[src/rtl/adpll_launch_pkg.sv]
// rtl/adpll_launch_pkg.sv - shared state type, counter width and timer sizing for the DCO word launcher
package adpll_launch_pkg;

  typedef enum logic [1:0] {IDLE, SETUP, STROBE, HOLD} launch_state_t;

  localparam int LAUNCH_CNT_W = 16;

  // Narrowest down-counter that can hold the longest phase length minus one.
  function automatic int timer_w(input int setup, input int pulse, input int hold);
    int m;
    m = setup;
    if (pulse > m) m = pulse;
    if (hold > m) m = hold;
    return $clog2(m + 1);
  endfunction

endpackage

[src/rtl/launch_timer.sv]
// rtl/launch_timer.sv - loadable down-counter that flags when a launch phase has run out
module launch_timer #(
  parameter int W = 2
) (
  input  logic         clk,
  input  logic         rst,
  input  logic         load,
  input  logic [W-1:0] load_val,
  output logic         zero
);

  logic [W-1:0] count;

  always_ff @(posedge clk) begin
    if (rst) begin
      count <= '0;
    end else if (load) begin
      count <= load_val;
    end else if (count != '0) begin
      count <= count - W'(1);
    end
  end

  assign zero = (count == '0);

endmodule

[src/rtl/dco_word_launcher.sv]
// rtl/dco_word_launcher.sv - launches tuning words into the DCO capture bank with setup/pulse/hold spacing
// Optional LAUNCHER_SKIP_SAME_EN: a word equal to the current dco_d completes at once without a strobe.
module dco_word_launcher
  import adpll_launch_pkg::*;
#(
  parameter int W         = 12,
  parameter int SETUP_CYC = 2,
  parameter int PULSE_CYC = 2,
  parameter int HOLD_CYC  = 1
) (
  input  logic                    clk,
  input  logic                    rst,
  input  logic [W-1:0]            in_data,
  input  logic                    in_valid,
  output logic                    in_ready,
  output logic [W-1:0]            dco_d,
  output logic                    dco_ck,
  output logic                    busy,
  output logic                    done,
  output logic [LAUNCH_CNT_W-1:0] launch_cnt
);

  localparam int TW = timer_w(SETUP_CYC, PULSE_CYC, HOLD_CYC);
  localparam logic [TW-1:0] SETUP_LD = TW'(SETUP_CYC - 1);
  localparam logic [TW-1:0] PULSE_LD = TW'(PULSE_CYC - 1);
  localparam logic [TW-1:0] HOLD_LD  = (HOLD_CYC > 0) ? TW'(HOLD_CYC - 1) : '0;

  if (SETUP_CYC < 1 || PULSE_CYC < 1 || HOLD_CYC < 0) begin : g_bad_params
    $fatal(1, "dco_word_launcher: illegal SETUP_CYC/PULSE_CYC/HOLD_CYC");
  end

  launch_state_t state, state_next;
  logic          timer_load;
  logic [TW-1:0] timer_val;
  logic          timer_zero;
  logic          capture;
  logic          ck_next;
  logic          done_next;
  logic          cnt_inc;

  launch_timer #(.W(TW)) u_timer (
    .clk      (clk),
    .rst      (rst),
    .load     (timer_load),
    .load_val (timer_val),
    .zero     (timer_zero)
  );

  assign in_ready = (state == IDLE);
  assign busy     = (state != IDLE);

  always_ff @(posedge clk) begin
    if (rst) begin
      state <= IDLE;
    end else begin
      state <= state_next;
    end
  end

  always_comb begin
    state_next = state;
    timer_load = 1'b0;
    timer_val  = SETUP_LD;
    capture    = 1'b0;
    ck_next    = dco_ck;
    done_next  = 1'b0;
    cnt_inc    = 1'b0;
    case (state)
      IDLE: begin
        if (in_valid) begin
          capture = 1'b1;
`ifdef LAUNCHER_SKIP_SAME_EN
          if (in_data == dco_d) begin
            done_next = 1'b1;
          end else begin
            state_next = SETUP;
            timer_load = 1'b1;
            timer_val  = SETUP_LD;
          end
`else
          state_next = SETUP;
          timer_load = 1'b1;
          timer_val  = SETUP_LD;
`endif
        end
      end
      SETUP: begin
        if (timer_zero) begin
          state_next = STROBE;
          ck_next    = 1'b1;
          cnt_inc    = 1'b1;
          timer_load = 1'b1;
          timer_val  = PULSE_LD;
        end
      end
      STROBE: begin
        if (timer_zero) begin
          ck_next = 1'b0;
          // With no hold requirement the word may be replaced right after the falling strobe.
          if (HOLD_CYC > 0) begin
            state_next = HOLD;
            timer_load = 1'b1;
            timer_val  = HOLD_LD;
          end else begin
            state_next = IDLE;
            done_next  = 1'b1;
          end
        end
      end
      HOLD: begin
        if (timer_zero) begin
          state_next = IDLE;
          done_next  = 1'b1;
        end
      end
      default: state_next = IDLE;
    endcase
  end

  always_ff @(posedge clk) begin
    if (rst) begin
      dco_d      <= '0;
      dco_ck     <= 1'b0;
      done       <= 1'b0;
      launch_cnt <= '0;
    end else begin
      if (capture) begin
        dco_d <= in_data;
      end
      dco_ck <= ck_next;
      done   <= done_next;
      if (cnt_inc) begin
        launch_cnt <= launch_cnt + LAUNCH_CNT_W'(1);
      end
    end
  end

endmodule

[config.mk]
export PLATFORM = sky130hd
export DESIGN_NAME = dco_word_launcher
export DESIGN_NICKNAME = d
export VERILOG_FILES = /design/src/rtl/adpll_launch_pkg.sv /design/src/rtl/launch_timer.sv /design/src/rtl/dco_word_launcher.sv
export SDC_FILE = /design/constraint.sdc
export NUM_CORES = 1
export LEC_CHECK = 0
export BUFFER_PORTS_ARGS = -buffer_cell sky130_fd_sc_hd__clkbuf_2
export CORE_ASPECT_RATIO = 0.75
export CORE_MARGIN = 3
export CORE_UTILIZATION = 50
export DETAILED_ROUTE_END_ITERATION = 12
export MAX_ROUTING_LAYER = met4
export PLACE_DENSITY_LB_ADDON = 0.12
export SYNTH_ARGS = -nofsm -noshare
export SYNTH_HDL_FRONTEND = slang
export SYNTH_HIERARCHICAL = 1
export SYNTH_SLANG_ARGS = --single-unit
[constraint.sdc]
create_clock -name clk -period 2.3 [get_ports clk]
set_input_delay 0.345 -clock clk [delete_from_list [all_inputs] [get_ports clk]]
set_output_delay 0.345 -clock clk [all_outputs]
set_load 0.005 [all_outputs]
# == After elaboration in Yosys (flattened, before gate mapping) ==
# Cells that the tools add are included.
# classes
multipliers,0
n_addsub,2
div_mod_pow,0
magnitude_cmp,0
eq_ne,7
n_bitwise,1
n_reduce_logical,10
n_mux,17
shifts,0
# op_table
cell,n
$add A16 B1 Y16 const B,1
$mux W2,6
$mux W1,8
$ne A2 B2 Y1 const B,4
$pmux W2 S4,1
$reduce_bool A2 Y1,4
$eq A2 B2 Y1 const B,2
$logic_not A2 Y1,2
$pmux W1 S2,2
$reduce_and A4 Y1,1
$reduce_or A2 Y1,2
$reduce_and A3 Y1,1
$eq A2 B1 Y1 const B,1
$sub A2 B1 Y2 const B,1
$not A1 Y1,1
# word_totals
memories,0
ramBits,0
output_inout_bits,32
reg_bits,34
rom_bits,0
latch_bits,0

# == Logic depth before layout (Yosys ltp) ==
# Gate-level depths: netlist of the first run.
# depth
depth_word,4
depth_mapped,7
mapped_depth_nobuf,6

# == By module ==
# The synthesis of the first run kept the hierarchy.
# modules_own_cells
mod,area_each_um2,n_inst,cells_each
dco_word_launcher,1410.1,1,167
launch_timer,121.4,1,12

# == Worst setup path before layout of the first run ==
# OpenSTA, ideal clock, no wires.
# synth_timing
kind,reg2reg
from,register state[1]
to,register launch_cnt[15]
t_arrival_ns,1.674
path_slack_ns,0.555
setup_ns,0.070
stages_incl_launch_ff,7
n_path_buf,0
path_cell_list,dfxtp_1 inv_1 ha_1 and4_1 nand2_1 or4_1 a21oi_1
# synth_between
elab_chain_len,2
# synth_lines
item,line_no,source
"start, declared",dco_word_launcher.sv:32,"launch_state_t state, state_next;"
"start signal, assigned",dco_word_launcher.sv:56,state <= state_next;
$eq A2 B1 Y1,dco_word_launcher.sv:68,case (state)
$mux W1,dco_word_launcher.sv:68,
"end signal, assigned",dco_word_launcher.sv:133,launch_cnt <= launch_cnt + LAUNCH_CNT_W'(1);
"end, declared",dco_word_launcher.sv:20,output logic [LAUNCH_CNT_W-1:0] launch_cnt
# No other way between the ends.
# A chain may end at the register's enable or synchronous reset.

# == Final worst setup path of the first run ==
# Same ends and word-level chain as after synthesis.

==> results.cfg, run 1 <==
[run_status]
status = finished, final reports clean

[worst_setup_path]
worstReg2RegStart = state[1]
crit_chain = inv_1 -> ha_1 -> and4_1 -> nand2_1 -> or4_1 -> a21oi_1
worst-path-max-fanout = 8
path_buf_inv = 1
cp.required_ps = 2510
crit_arrival_ps = 2230
cp-end-kind = flip-flop
crit_family = simple AND/OR/NAND/NOR gates
crit_slowest_cell = or4_1
startpoint_type = flip-flop
crit_type = flip-flop to flip-flop
cp_slowest_stage_delay_ps = 530
r2r_end = launch_cnt[15]
reg2reg_slack_ps = 280
reg2reg_depth = 6

[layout]
final_nets = 251
fin_area_mm2 = 0.001883
syn2layout_area_growth_pct = 22.96
antennaDiodeCount = 0
nFillCells = 239
final_cell_mix = clkbuf_2 (46), nand2_1 (36), dfxtp_1 (34), a21oi_1 (20), nor2_1 (13)
final_common_cell = clkbuf_2
drive_above_1_share_pct = 25.44

[power_and_ir_drop]
combPwrFrac_pct = 34.3
share_seq_of_total_power_pct = 40.5
power.density_mw_per_mm2 = 969.2
clock_power_share_pct = 25.2
internal_power_mw = 1.176
p_leak_nw = 0.8399
power_switching_share_pct = 35.57
p_switching_mw = 0.6493
peakVddDrop_mv = 0.5908

[sta]
finalHoldViolCount = 0
setup_viol = 0
maxSlewViolCount = 0
slew_headroom_pct = 52.69
fin_setup_tns_ps = 0
fin_crit_ps = 2024
fmax_mhz = 494.2
rsz0062_at_grt = false
skew_ps = 7.147
fin_crit_sh_pct = 87.98
tightest_slew_ps = 709.7

[floorplanning]
start_util_pct = 55.43
coreArea_mm2 = 0.002763
std_cell_rows = 16
dieArea_mm2 = 0.003770
die_w_um = 69.91
pin_count = 47
dieHeight_um = 53.93

[drt]
wl_per_cell_um = 13.18
drtIter0Drc = 54
routed_wl_um = 3479
drt_first_pass_iters = 4
num_vias = 1376
viasPerCell = 5.212
drc = 0
ant_nets = 0

[yosys]
synth_xor_area_share_pct = 6.291
ys_warn_count = 6
synth.area.mux_share_pct = 0.6536
synth.avg_cell_area_um2 = 8.556
synth.cell_area_mm2 = 0.001531
synth_compound_area_share_pct = 11.44
synth_fa_ha_area_share_pct = 7.353
synthDistinctLibCells = 31
synth_nets = 203
yosysSeqAreaShare_pct = 44.44
synth_top_area_share_pct = 44.44
synth_seq_cells = 34
yosys.area_share.simple_pct = 25.65
synth_cells = 179
synth_top_cells_by_area = dfxtp_1 (44%), nand2_1 (8.8%), ha_1 (7.4%)
synth_top_family_by_area = simple AND/OR/NAND/NOR gates
yosys.area.top_type = dfxtp_1

[global_routing]
grt_max_degree = 37
grt_pass1_vias = 1335
overflow = 0
antenna_found_initial = 0
grt_pass1_wl_um = 5720
grt_usage_pct = 20.43

[clock_network]
root_buffer = clkbuf_8
clkTransAtPathRegs_ps = 70
cts_resized = 0
htree_levels = 2
post_cts_buffers = 0
clockBufferDepth = 2
clk_latency_ps = 290
cts_tree = yes
clock-sinks = 34
cts-buffers-inserted = 5
hold_buffers = 0

[min_path]
holdPathStages = 3
hold_path_startpoint = in_data[0]
hold_end = dco_d[0]
hold_path.class = input pin to flip-flop

[placed_design]
detailed_place_hpwl_um = 2581
globalplace.congestion = 0.8099
post_dp_cell_area_mm2 = 0.001788
port_buffers = 46

[run]
maxCapViolations = 0
-- how the worst max path moves through the flow --
stage	end	slack [ps]	from	cells past startpoint
after CTS	launch_cnt[15]	280	state[1]	6
after global routing	launch_cnt[15]	120	state[1]	6
after detailed placement	launch_cnt[15]	300	state[1]	6
final	launch_cnt[15]	280	state[1]	6
after global placement	launch_cnt[15]	450	state[1]	6
after floorplan	launch_cnt[15]	560	state[1]	6
-- synth_stat cells --
cell type  number
nand2_1        36
dfxtp_1        34
a21oi_1        20
nor2_1         13
xor2_1         10
ha_1            9
inv_1           7
clkbuf_1        6
nand3_1         6
nand4_1         5
and4_1          3
nor3_1          3
o31ai_1         3
a211oi_1        2
and2_1          2
nand3b_1        2
o21ai_1         2
or3_1           2
or4_1           2
and2b_1         1
and3_1          1
buf_6           1
conb_1          1
mux2i_1         1
nand4_4         1
nor2b_1         1
o21ai_0         1
o22ai_1         1
o41ai_2         1
or4b_1          1
xnor2_1         1
-- power by group through the flow --
stage / clock network (mW) / registers (mW) / logic (mW)
after global placement: 0 / 0.744 / 0.586
after floorplan: 0 / 0.748 / 0.412
after global routing: 0.500 / 0.752 / 0.699
after detailed placement: 0 / 0.753 / 0.627
final: 0.460 / 0.740 / 0.626
after CTS: 0.475 / 0.739 / 0.630
-- layer usage --
metal	vias up	routed length, µm	GRT usage, %
met4	0	27	8.280
met3	4	222	7.836
met1	627	1541	22.02
met2	39	1688	34.80
li1	706	-	-
met5	-	0	-
-- registers in the layout, indices dropped and copies added, names as in the netlist --
name,count
launch_cnt,16
state,2
dco_d,12
done,1
u_timer/count,2
dco_ck,1
-- final cells by class --
type / count / area [µm²] / area share [%]
tap: 36 / 45.04 / 2.392
clock inverter: 2 / 12.51 / 0.6645
inverter: 7 / 26.28 / 1.395
sequential: 34 / 680.7 / 36.15
multi-input combinational: 131 / 790.8 / 41.99
clock buffer: 6 / 82.58 / 4.385
timing repair buffer: 48 / 245.2 / 13.02
-- per-stage QoR --
step                util [%]  power, mW  worst slack (ps)  std cells  hold slack (ps)
global placement       64.72      1.330             450.4        256            440.1
CTS                    68.16      1.844             279.7        264            263.7
detailed placement     64.72      1.379             299.9        256            449.1
finish                 68.16      1.825             276.5        264            272.6
floorplan                  -      1.160             555.1        179            417.8
global route           68.16      1.950             123.7        264            263.2
-- worst register-to-register path, stage by stage, from the launching register on --
cell	delay, ps
dfxtp_1	350
inv_1	140
ha_1	280
and4_1	300
nand2_1	190
or4_1	530
a21oi_1	160
-- kinds of logic after synthesis --
| group | after synthesis |
|---|---|
| buffers and inverters | 14 |
| AO/OA/AOI/OAI | 30 |
| adder cells (fa/ha/maj) | 9 |
| multiplexers | 1 |
| XOR/XNOR | 11 |
| flip-flops | 34 |
| other | 1 |
| AND/OR/NAND/NOR | 79 |
Note: power is estimated with default switching activity, not from simulation.
==> run 2: changes to the inputs <==
--- a/config.mk
+++ b/config.mk
@@ -12,6 +12,7 @@
 export DETAILED_ROUTE_END_ITERATION = 12
 export MAX_ROUTING_LAYER = met4
 export PLACE_DENSITY_LB_ADDON = 0.12
+export REMOVE_ABC_BUFFERS = 1
 export SYNTH_ARGS = -nofsm -noshare
 export SYNTH_HDL_FRONTEND = slang
 export SYNTH_HIERARCHICAL = 1
==> run 2 against run 1 <==
Net effect:
- hold slack barely moved
- worst setup slack got worse by 4.4 ps
- first-iteration DRC count decreased by 37%
- via count rose by 0.44%
- utilization down 0.14 points
- largest power group unchanged
- sequential share of layout area increased by 0.072 points
==> results.cfg, run 2 (synthesis gave the netlist of run 1 again) <==
[drt]
drtIter0Drc = 34
routed_wl_um = 3541
drc = 0
viasPerCell = 5.235
num_vias = 1382
ant_nets = 0
wl_per_cell_um = 13.41
drt_first_pass_iters = 4

[clock_network]
htree_levels = 2
cts-buffers-inserted = 5
post_cts_buffers = 0
cts_tree = yes
cts_resized = 0
hold_buffers = 0
root_buffer = clkbuf_8
clock-sinks = 34
clockBufferDepth = 2
clk_latency_ps = 290
clkTransAtPathRegs_ps = 70

[sta]
fin_crit_sh_pct = 88.17
rsz0062_at_grt = false
slew_headroom_pct = 52.50
setup_viol = 0
maxSlewViolCount = 0
fin_crit_ps = 2028
skew_ps = 4.997
tightest_slew_ps = 712.5
fmax_mhz = 493.1
fin_setup_tns_ps = 0
finalHoldViolCount = 0

[placed_design]
post_dp_cell_area_mm2 = 0.001788
dp.cells = 256
port_buffers = 46
detailed_place_hpwl_um = 2534
globalplace.congestion = 0.8508

[run]
maxCapViolations = 0

[layout]
largest_register_ffs = 16
final_core_util_pct = 68.03
syn2layout_area_growth_pct = 22.71
nFillCells = 237
final_common_cell = clkbuf_2
fin_area_mm2 = 0.001879
layout.cells.non_filler = 264
multiInputGateArea_um2 = 790.8
final_nets = 251
largest_register = launch_cnt
antennaDiodeCount = 0
final_cell_mix = clkbuf_2 (46), nand2_1 (36), dfxtp_1 (34), a21oi_1 (20), nor2_1 (13)
reg_top3 = launch_cnt (16), dco_d (12)
drive_above_1_share_pct = 25.00
regArea_um2 = 680.7

[worst_setup_path]
crit_slowest_cell = or4_1
crit_arrival_ps = 2230
startpoint_type = flip-flop
worst-path-max-fanout = 8
path_buf_inv = 1
cp_slowest_stage_delay_ps = 530
crit_chain = inv_1 -> ha_1 -> and4_1 -> nand2_1 -> or4_1 -> a21oi_1
cp.required_ps = 2510
crit_type = flip-flop to flip-flop
crit_family = simple AND/OR/NAND/NOR gates
cp-end-kind = flip-flop

[power_and_ir_drop]
peakVddDrop_mv = 0.6960
p_leak_nw = 0.8409
internal_power_mw = 1.175
share_seq_of_total_power_pct = 40.9
combPwrFrac_pct = 34.0
clock_power_share_pct = 25.1
power_mw = 1.808
p_switching_mw = 0.6327
power_switching_share_pct = 34.99
power.density_mw_per_mm2 = 962.1

[min_path]
hold_path.class = input pin to flip-flop

[global_routing]
grt_usage_pct = 20.46
grt_pass1_wl_um = 5561
overflow = 0
grt_max_degree = 37
grt_pass1_vias = 1233
antenna_found_initial = 0

[floorplanning]
start_util_pct = 55.43
coreArea_mm2 = 0.002763
std_cell_rows = 16
pin_count = 47
die_w_um = 69.91
dieArea_mm2 = 0.003770
dieHeight_um = 53.93

[run_status]
status = finished, final reports clean
run 2: changes by cell type in the layout (fill, tap and decap cells not counted):
cell,before,now
clkinvlp_4,1,0
clkbuf_1,0,1
run 2: final timing paths:
check	startpoint	to	slack, ps	cells past startpoint
max	state[1]	launch_cnt[15]	270	6
min	in_data[2]	dco_d[2]	270	3
max reg2reg	state[1]	launch_cnt[15]	270	6
min reg2reg	dco_d[2]	dco_d[2]	450	2
run 2: cell type report:
cell class                      instances  area share (%)
Clock buffer                            7           4.594
Sequential cell                        34           36.22
Multi-Input combinational cell        131           42.08
Tap cell                               36           2.397
Inverter                                7           1.398
Clock inverter                          1          0.2663
Timing Repair Buffer                   48           13.05
run 2: through the flow:
step | setup slack [ps] | hold slack [ps]
2_1_floorplan | 464.9 | 414.1
4_1_cts | 274.1 | 264.4
3_3_place_gp | 433.9 | 440.4
3_5_place_dp | 287.0 | 445.6
5_1_grt | 77.85 | 268.8
6_report | 272.0 | 272.2
run 2: worst register-to-register path: cells and delay by family, from the launching register on:
kind,cells,cell delay (ps)
buffers and inverters,1,140
flip-flops,1,350
adder cells (fa/ha/maj),1,280
AND/OR/NAND/NOR,3,1000
AO/OA/AOI/OAI,1,180
run 2: power groups by stage:
stage               Combinational [mW]  Clock, mW  Sequential, mW
floorplan                        0.395          0           0.748
global placement                 0.588          0           0.745
detailed placement               0.619          0           0.753
CTS                              0.621      0.466           0.740
global route                     0.689      0.490           0.749
finish                           0.615      0.454           0.740
run 2: metal layers:
metal	global-route usage [%]	part of all wire, %	vias up	routed length, µm
li1	-	-	707	-
met1	22.99	46	632	1616
met2	31.97	47	34	1648
met3	6.343	5.4	9	191
met4	14.01	2.4	0	85
met5	-	0	-	0
